[src/rtl/sram_arbiter_if.sv]
// Shared SRAM request bus: CPU and DMA initiator ports, the single SRAM port,
// and the DMA stall counter. Arbiter uses the slave side, environment the master side.
interface sram_arbiter_if #(
    parameter int ADDR_W = 16,
    parameter int DATA_W = 32
);
    logic              cpu_req;
    logic              cpu_we;
    logic [ADDR_W-1:0] cpu_addr;
    logic [DATA_W-1:0] cpu_di;
    logic              cpu_gnt;
    logic              cpu_rvalid;
    logic [DATA_W-1:0] cpu_rdata;

    logic              dma_req;
    logic              dma_we;
    logic [ADDR_W-1:0] dma_addr;
    logic [DATA_W-1:0] dma_di;
    logic              dma_gnt;
    logic              dma_rvalid;
    logic [DATA_W-1:0] dma_rdata;

    logic [ADDR_W-1:0] sram_ADDR;
    logic [DATA_W-1:0] sram_DI;
    logic              sram_EN;
    logic              sram_WE;
    logic [DATA_W-1:0] sram_DO;

    logic [15:0]       stall_cnt;

    modport slave (
        input  cpu_req, cpu_we, cpu_addr, cpu_di,
        input  dma_req, dma_we, dma_addr, dma_di,
        input  sram_DO,
        output cpu_gnt, cpu_rvalid, cpu_rdata,
        output dma_gnt, dma_rvalid, dma_rdata,
        output sram_ADDR, sram_DI, sram_EN, sram_WE,
        output stall_cnt
    );

    modport master (
        output cpu_req, cpu_we, cpu_addr, cpu_di,
        output dma_req, dma_we, dma_addr, dma_di,
        output sram_DO,
        input  cpu_gnt, cpu_rvalid, cpu_rdata,
        input  dma_gnt, dma_rvalid, dma_rdata,
        input  sram_ADDR, sram_DI, sram_EN, sram_WE,
        input  stall_cnt
    );
endinterface

[src/rtl/sram_arbiter.sv]
// Two-initiator SRAM arbiter: fixed CPU priority with a DMA starvation guard,
// single-cycle read return routed back to the initiator that issued the read.
module sram_arbiter #(
    parameter int ADDR_W       = 16,
    parameter int DATA_W       = 32,
    parameter int STARVE_LIMIT = 4
) (
    input logic          clk,
    input logic          reset,
    sram_arbiter_if.slave bus
);
    localparam logic [3:0] LIMIT = 4'(STARVE_LIMIT);

    typedef enum logic [1:0] {
        OWN_NONE,
        OWN_CPU,
        OWN_DMA
    } owner_e;

    logic [3:0]  starve_cnt;
    logic [15:0] stall_q;
    owner_e      rd_owner;
    owner_e      rd_owner_nxt;
    logic        force_dma;
    logic        cpu_gnt;
    logic        dma_gnt;
    logic        dma_stall;

    // Grants are gated by reset so nothing reaches the SRAM while held in reset
    always_comb begin
        force_dma = bus.dma_req && (starve_cnt == LIMIT);
        cpu_gnt   = reset && bus.cpu_req && !force_dma;
        dma_gnt   = reset && bus.dma_req && !cpu_gnt;
        dma_stall = bus.dma_req && !dma_gnt;
    end

    always_comb begin
        bus.sram_WE   = 1'b0;
        bus.sram_ADDR = '0;
        bus.sram_DI   = '0;
        rd_owner_nxt  = OWN_NONE;
        unique case (1'b1)
            cpu_gnt: begin
                bus.sram_WE   = bus.cpu_we;
                bus.sram_ADDR = bus.cpu_addr;
                bus.sram_DI   = bus.cpu_di;
                rd_owner_nxt  = bus.cpu_we ? OWN_NONE : OWN_CPU;
            end
            dma_gnt: begin
                bus.sram_WE   = bus.dma_we;
                bus.sram_ADDR = bus.dma_addr;
                bus.sram_DI   = bus.dma_di;
                rd_owner_nxt  = bus.dma_we ? OWN_NONE : OWN_DMA;
            end
            default: ;
        endcase
    end

    always_ff @(posedge clk or negedge reset) begin
        if (!reset) begin
            starve_cnt <= '0;
            stall_q    <= '0;
            rd_owner   <= OWN_NONE;
        end else begin
            rd_owner <= rd_owner_nxt;
            if (dma_stall) begin
                if (starve_cnt != LIMIT)
                    starve_cnt <= starve_cnt + 4'd1;
                if (stall_q != 16'hFFFF)
                    stall_q <= stall_q + 16'd1;
            end else begin
                starve_cnt <= '0;
            end
        end
    end

    always_comb begin
        bus.sram_EN    = cpu_gnt | dma_gnt;
        bus.cpu_gnt    = cpu_gnt;
        bus.dma_gnt    = dma_gnt;
        bus.cpu_rvalid = (rd_owner == OWN_CPU);
        bus.dma_rvalid = (rd_owner == OWN_DMA);
        bus.cpu_rdata  = (rd_owner == OWN_CPU) ? bus.sram_DO : '0;
        bus.dma_rdata  = (rd_owner == OWN_DMA) ? bus.sram_DO : '0;
        bus.stall_cnt  = stall_q;
    end
endmodule

[src/flat_wrapper.sv]
// flat-port wrapper written by rule: the top's interface ports become plain ports
module sram_arbiter_flat 
#(
    parameter int ADDR_W       = 16,
    parameter int DATA_W       = 32,
    parameter int STARVE_LIMIT = 4
)
  (clk, reset, bus_cpu_req, bus_cpu_we, bus_cpu_addr, bus_cpu_di, bus_dma_req, bus_dma_we, bus_dma_addr, bus_dma_di, bus_sram_DO, bus_cpu_gnt, bus_cpu_rvalid, bus_cpu_rdata, bus_dma_gnt, bus_dma_rvalid, bus_dma_rdata, bus_sram_ADDR, bus_sram_DI, bus_sram_EN, bus_sram_WE, bus_stall_cnt);
  sram_arbiter_if #(.ADDR_W(ADDR_W), .DATA_W(DATA_W)) bus_i ();
  input logic clk;
  input logic reset;
  input wire logic [$bits(bus_i.cpu_req)-1:0] bus_cpu_req;
  input wire logic [$bits(bus_i.cpu_we)-1:0] bus_cpu_we;
  input wire logic [$bits(bus_i.cpu_addr)-1:0] bus_cpu_addr;
  input wire logic [$bits(bus_i.cpu_di)-1:0] bus_cpu_di;
  input wire logic [$bits(bus_i.dma_req)-1:0] bus_dma_req;
  input wire logic [$bits(bus_i.dma_we)-1:0] bus_dma_we;
  input wire logic [$bits(bus_i.dma_addr)-1:0] bus_dma_addr;
  input wire logic [$bits(bus_i.dma_di)-1:0] bus_dma_di;
  input wire logic [$bits(bus_i.sram_DO)-1:0] bus_sram_DO;
  output wire logic [$bits(bus_i.cpu_gnt)-1:0] bus_cpu_gnt;
  output wire logic [$bits(bus_i.cpu_rvalid)-1:0] bus_cpu_rvalid;
  output wire logic [$bits(bus_i.cpu_rdata)-1:0] bus_cpu_rdata;
  output wire logic [$bits(bus_i.dma_gnt)-1:0] bus_dma_gnt;
  output wire logic [$bits(bus_i.dma_rvalid)-1:0] bus_dma_rvalid;
  output wire logic [$bits(bus_i.dma_rdata)-1:0] bus_dma_rdata;
  output wire logic [$bits(bus_i.sram_ADDR)-1:0] bus_sram_ADDR;
  output wire logic [$bits(bus_i.sram_DI)-1:0] bus_sram_DI;
  output wire logic [$bits(bus_i.sram_EN)-1:0] bus_sram_EN;
  output wire logic [$bits(bus_i.sram_WE)-1:0] bus_sram_WE;
  output wire logic [$bits(bus_i.stall_cnt)-1:0] bus_stall_cnt;
  assign bus_i.cpu_req = bus_cpu_req;
  assign bus_i.cpu_we = bus_cpu_we;
  assign bus_i.cpu_addr = bus_cpu_addr;
  assign bus_i.cpu_di = bus_cpu_di;
  assign bus_i.dma_req = bus_dma_req;
  assign bus_i.dma_we = bus_dma_we;
  assign bus_i.dma_addr = bus_dma_addr;
  assign bus_i.dma_di = bus_dma_di;
  assign bus_i.sram_DO = bus_sram_DO;
  assign bus_cpu_gnt = bus_i.cpu_gnt;
  assign bus_cpu_rvalid = bus_i.cpu_rvalid;
  assign bus_cpu_rdata = bus_i.cpu_rdata;
  assign bus_dma_gnt = bus_i.dma_gnt;
  assign bus_dma_rvalid = bus_i.dma_rvalid;
  assign bus_dma_rdata = bus_i.dma_rdata;
  assign bus_sram_ADDR = bus_i.sram_ADDR;
  assign bus_sram_DI = bus_i.sram_DI;
  assign bus_sram_EN = bus_i.sram_EN;
  assign bus_sram_WE = bus_i.sram_WE;
  assign bus_stall_cnt = bus_i.stall_cnt;
  sram_arbiter #(.ADDR_W(ADDR_W), .DATA_W(DATA_W), .STARVE_LIMIT(STARVE_LIMIT)) u_core (.clk(clk), .reset(reset), .bus(bus_i));
endmodule
[config.mk]
export PLATFORM = sky130hd
export DESIGN_NAME = sram_arbiter_flat
export DESIGN_NICKNAME = d
export VERILOG_FILES = /design/src/rtl/sram_arbiter_if.sv /design/src/rtl/sram_arbiter.sv /design/src/flat_wrapper.sv
export SDC_FILE = /design/constraint.sdc
export NUM_CORES = 1
export LEC_CHECK = 0
export ABC_AREA = 1
export CAP_MARGIN = 20
export CORE_AREA = 2 2 104 106
export CTS_CLUSTER_SIZE = 40
export DETAILED_ROUTE_END_ITERATION = 8
export DIE_AREA = 0 0 106 108
export PLACE_DENSITY = 0.72
export SYNTH_ARGS = -nofsm -noshare
export SYNTH_HDL_FRONTEND = slang
export SYNTH_SLANG_ARGS = --single-unit
[constraint.sdc]
create_clock -name clk -period 1.4 [get_ports clk]
set_input_delay 0.14 -clock clk [delete_from_list [all_inputs] [get_ports clk]]
set_output_delay 0.14 -clock clk [all_outputs]
set_load 0.005 [all_outputs]
* After elaboration in Yosys (flattened, before gate mapping)
Cells that the tools add are included.
** Word-level totals
- Register bits :: 22
- Bits in latches :: 0
- Memory bits (writable) :: 0
- Bits in read-only memories :: 0
- Input bits :: 134
- Output and inout bits :: 134
- Memories :: 0
** Operators by class
- $add $sub $neg :: 2
- Multiply operators :: 0
- Divide/modulo/power cells :: 0
- $lt $le $gt $ge :: 0
- Eq/ne operators :: 6
- Shift operators :: 0
- Multiplexer cells :: 10
- Bitwise gates (word level) :: 1
- Reductions and logical operators :: 10
** Operators by type and width (count)
- two-way mux 32 bit :: 2
- one-hot mux 32 bit (2 select lines) :: 1
- one-hot mux 16 bit (2 select lines) :: 1
- adder 16 x 1 -> 16 bit (second input constant) :: 1
- inequality test 16 bit (second input constant) :: 1
- two-way mux 4 bit :: 2
- logical AND 1 bit :: 6
- adder 4 x 1 -> 4 bit (second input constant) :: 1
- == test 4 x 3 -> 1 bit (second input constant) :: 1
- inequality test 4 x 3 -> 1 bit (second input constant) :: 1
- one-hot mux 2 bit (2 select lines) :: 1
- zero test 1 bit :: 3
- == test 2 x 1 -> 1 bit (second input constant) :: 1
- == test 2 bit (second input constant) :: 1
- two-way mux 2 bit :: 1
- inequality test 2 bit (second input constant) :: 1
- one-hot mux 1 bit (2 select lines) :: 1
- AND reduction 2 bit :: 1
- two-way mux 1 bit :: 1
- bitwise OR 1 bit :: 1

* Logic depth before layout (Yosys ltp)
- Depth in word-level cells :: 9
- Mapped depth :: 10
- Depth with buffers taken out :: 9

* Worst setup path before layout
No wires, ideal clock.
- Path type :: register to register
- From :: register u_core.stall_q[0] (netlist: u_core.bus.stall_cnt[0])
- To :: register u_core.stall_q[9] (netlist: u_core.bus.stall_cnt[9])
- Setup time :: 116 ps
- Data arrival time :: 1348 ps
- Setup slack :: -64 ps
- Stages on the path, launching flop included :: 11
- Buffers on the path :: 1
- Cells stage by stage :: dfrtp_1 ha_1 nand3_2 inv_1 nand2_2 inv_2 nand2_2 nand3_4 buf_6 nand2_1 nand2_1
** On the way
- Word-level cells in the longest chain between the ends :: 2
- Elaborated cells between the ends (all ways) :: 3
- Those cells by class :: 1 x add/sub; 1 x eq/ne; 1 x reduce/logical
** Ends and longest elaborated chain
- start, declared :: RTL line sram_arbiter.sv:21 : logic [15:0] stall_q;
- start signal, assigned :: RTL line sram_arbiter.sv:70 : stall_q <= stall_q + 16'd1;
- branches (longest 2 deep; another with adder 16 x 1 -> 16 bit)
Several ways; the timed one is not identified.
A chain may end at the register's enable or synchronous reset.

* Worst setup path after layout
- From :: register u_core.starve_cnt[0]
- To :: output port bus_sram_DI[4]
** On the way
- Word-level cells in the longest chain between the ends :: 7
** Ends and longest elaborated chain
- start, declared :: RTL line sram_arbiter.sv:20 : logic [3:0] starve_cnt;
- start signal, assigned :: RTL line sram_arbiter.sv:68 : starve_cnt <= starve_cnt + 4'd1;
- == test 4 x 3 -> 1 bit * :: RTL line sram_arbiter.sv:31 : force_dma = bus.dma_req && (starve_cnt == LIMIT);
- logical AND 1 bit * :: RTL line sram_arbiter.sv:31
- zero test 1 bit * :: RTL line sram_arbiter.sv:32 : cpu_gnt = reset && bus.cpu_req && !force_dma;
- logical AND 1 bit * :: RTL line sram_arbiter.sv:32
- zero test 1 bit :: RTL line sram_arbiter.sv:33 : dma_gnt = reset && bus.dma_req && !cpu_gnt;
- logical AND 1 bit :: RTL line sram_arbiter.sv:33
- one-hot mux 32 bit (2 select lines) * :: RTL line sram_arbiter.sv:42 : unique case (1'b1)
- end, declared :: RTL line flat_wrapper.sv:28 : output wire logic [$bits(bus_i.sram_DI)-1:0] bus_sram_DI;
Mark *: on every way between the ends. The rest lies on a longest branch, timed or not.

==> results.txt <==
Total wire length: 15000 um
Clock sink count: 22
Max transition margin: 79.2%
Leading cell type in the layout, fill and taps excluded: nand2_1
M1 WL: 5210 um
Fill cell count: 846
WL/cell: 16.2 um
Seq/Total Area, Yosys: 23.2%
DP Worst Slack: -0.669 ns
Clk_lat worst skew: 0.27 ns
Synth Area per Inst: 5.26 um^2
Cell area after synthesis: 0.00237 mm^2
Longest Clk Path Bufs: 2
Final worst setup slack: -0.529 ns
Worst-Margin Slew: 0.313 ns
Slew Limit Fails: 0
Post-synth EDFFs: 0
Initial drt markers: 219
WL met3: 1080 um
Die Footprint: 0.0114 mm^2
Syn_nets: 587
Startpoint types: register
RSZ-0062 raised after global routing: yes
Reg2Reg Setup Slack: -0.11 ns
All-Layer GR Usage: 23.1%
Failing checks: negative setup slack
Core Area: 0.0102 mm^2
Slowest cell on the critical path: dfrtp_1
Starting Density: 23.2%
Die height: 108 um
Row count: 37
Hold Buf Count CTS: 0
Vias in the first global route: 4133
Top achievable clock speed: 518 MHz
H-tree Lvls: 1
Crit share post-route: 138%
Slowest stage delay, CP: 0.40 ns
Drt drc: 0
CTS tree: yes
Synth Flop Type: dfrtp_1
Worst Path Required: 1.26 ns
DR top layer: met4
Cts bufs inserted: 3
Critical path, cell by cell: inv_2, ha_4, nand4_4, nand2_4, buf_6, inv_12, buf_16, buf_12, nand2_4, nand2_2, buf_6
Via Count: 4148
Yosys warns: 0
Share of post-route cells with drive strength above 1: 48.5%
Antenna violations before repair: 0
DRT antenna net count: 0
Max VDD drop: 0.430 mV
Total iterations of the first detailed-routing run: 4
DR WL met2: 8510 um
GRT Residual Overflow: 0
Worst Path Arrival: 1.79 ns
Layout Area Growth over Synthesis: 184%
Leakage power: 3.57 nW
IO Port Bufs: 267
Horiz. Die Dim: 106 um
Mapped Cells: 450
Outcome: complete, but fails checks
Final weighted congestion in routability-driven placement: 0.844
Pin count of the biggest net entering global routing: 24
Flops & latches, synth: 22
Tightest Hold Check Type: input port to asynchronous set/reset pin
Vias per cell: 4.47
CP Capture Type: output port
Tot Pwr: 0.00323 W
Unique masters post-synth: 23
Critical path class: register to output port
Clock transition at path regs: 0.09 ns
Nets@finish: 931
Hold Violations, Final: 0
Minimum clock period: 1.93 ns
# IOs: 268
Final Setup Violations: 134
Most frequent cells in the layout: 143 x nand2_1, 137 x clkdlybuf4s50_1, 88 x buf_2
CTS Root Cell: clkbuf_8
Skew final: 0.00761 ns
First-pass GRT wire length: 21200 um
Power density cells: 480 mW/mm^2
Hpwl dp: 9600 um
Crit Path Max Fanout: 7
Max-cap violations: 0
Ant diodes: 0
Post-synthesis async set-or-reset flop share: 100%
## final cells by class
class                   count  area [um^2]  share of cell area (%)
repair buffers            357         3430                    51.1
inverters                  53          221                    3.29
clock inverters             1         30.0                   0.447
well taps                 136          170                    2.53
flip-flops and latches     22          558                    8.30
clock buffers               3         41.3                   0.614
multi-input cells         357         2270                    33.8
## power breakdown
| part | total (W) | internal (W) | switching, W | leakage (nW) |
|---|---|---|---|---|
| clock | 0.000618 | 0.000383 | 0.000235 | 0.0357 |
| sequential | 0.000781 | 0.000704 | 0.0000765 | 0.289 |
| combinational | 0.00183 | 0.00105 | 0.000776 | 3.25 |
## synth_stat cells, types with 2 or more instances
cell,count,area (um^2)
nand2_2,5,31.3
buf_4,5,37.5
xor2_1,4,35.0
nor2_1,83,312
nand3_1,9,45.0
dfrtp_1,22,551
inv_1,51,191
xnor2_1,5,43.8
inv_2,2,7.51
buf_6,2,22.5
clkbuf_1,10,37.5
nor2_4,2,22.5
nand2_1,228,856
nor2_2,2,12.5
o21ai_0,4,20.0
ha_1,3,37.5
nand4_1,7,43.8
## cell families after synthesis
| kind of cell | synth area share (%) |
|---|---|
| flops | 23.2 |
| compound gates | 1.11 |
| buf+inv | 12.7 |
| xor+xnor | 3.33 |
| fa+ha+maj | 1.58 |
| simple gates | 58.0 |
## metal layers
layer,up-vias,global-route usage [%]
met5,-,0
met4,0,3.48
met3,25,4.52
met2,190,46.6
met1,1920,25.2
li1,2013,-
## per-stage QoR
step	instances	hold slack [ns]	setup TNS, ns	util (%)	instance area, um^2
floorplan	450	-0.156	-1.40	-	2390
global placement	869	0.536	-45.00	53.2	5440
CTS	929	0.0592	-40.79	60.8	6220
detailed placement	869	0.537	-45.54	53.2	5440
finish	929	0.0414	-34.46	65.7	6720
global route	929	0.0725	-43.75	65.7	6720
## worst max-delay path: cells and delay by family, from the launching register on
family,cells,cell delay [ns]
flip-flops,1,0.40
adder cells (fa/ha/maj),1,0.14
AND/OR/NAND/NOR,4,0.32
buffers and inverters,6,0.67
## state kept, by name (all words and copies together), names as in the netlist
signal / count
u_core.bus.stall_cnt: 16
u_core.rd_owner: 2
u_core.starve_cnt: 4
## what timing repair did
action | in CTS | in global routing
gates cloned | 16 | 0
endpoints found under the setup margin | 148 | 139
buffers inserted | 41 | 19
gates resized for setup | 635 | 188
pin swaps | 38 | 36
## worst paths after layout
kind,from,end,depth (start not counted)
worst max-delay path,u_core.starve_cnt[0]$_DFFE_PN0P_,bus_sram_DI[4],11
worst min-delay path,reset,u_core.bus.stall_cnt[15]$_DFFE_PN0P_,2
worst max register to register,u_core.starve_cnt[0]$_DFFE_PN0P_,u_core.bus.stall_cnt[0]$_DFFE_PN0P_,11
worst min register to register,u_core.bus.stall_cnt[5]$_DFFE_PN0P_,u_core.bus.stall_cnt[5]$_DFFE_PN0P_,2
max in group asynchronous,reset,u_core.bus.stall_cnt[9]$_DFFE_PN0P_,2
min in group clk,bus_dma_req,u_core.starve_cnt[3]$_DFFE_PN0P_,4
No activity file was read; power rests on OpenSTA's default activity.
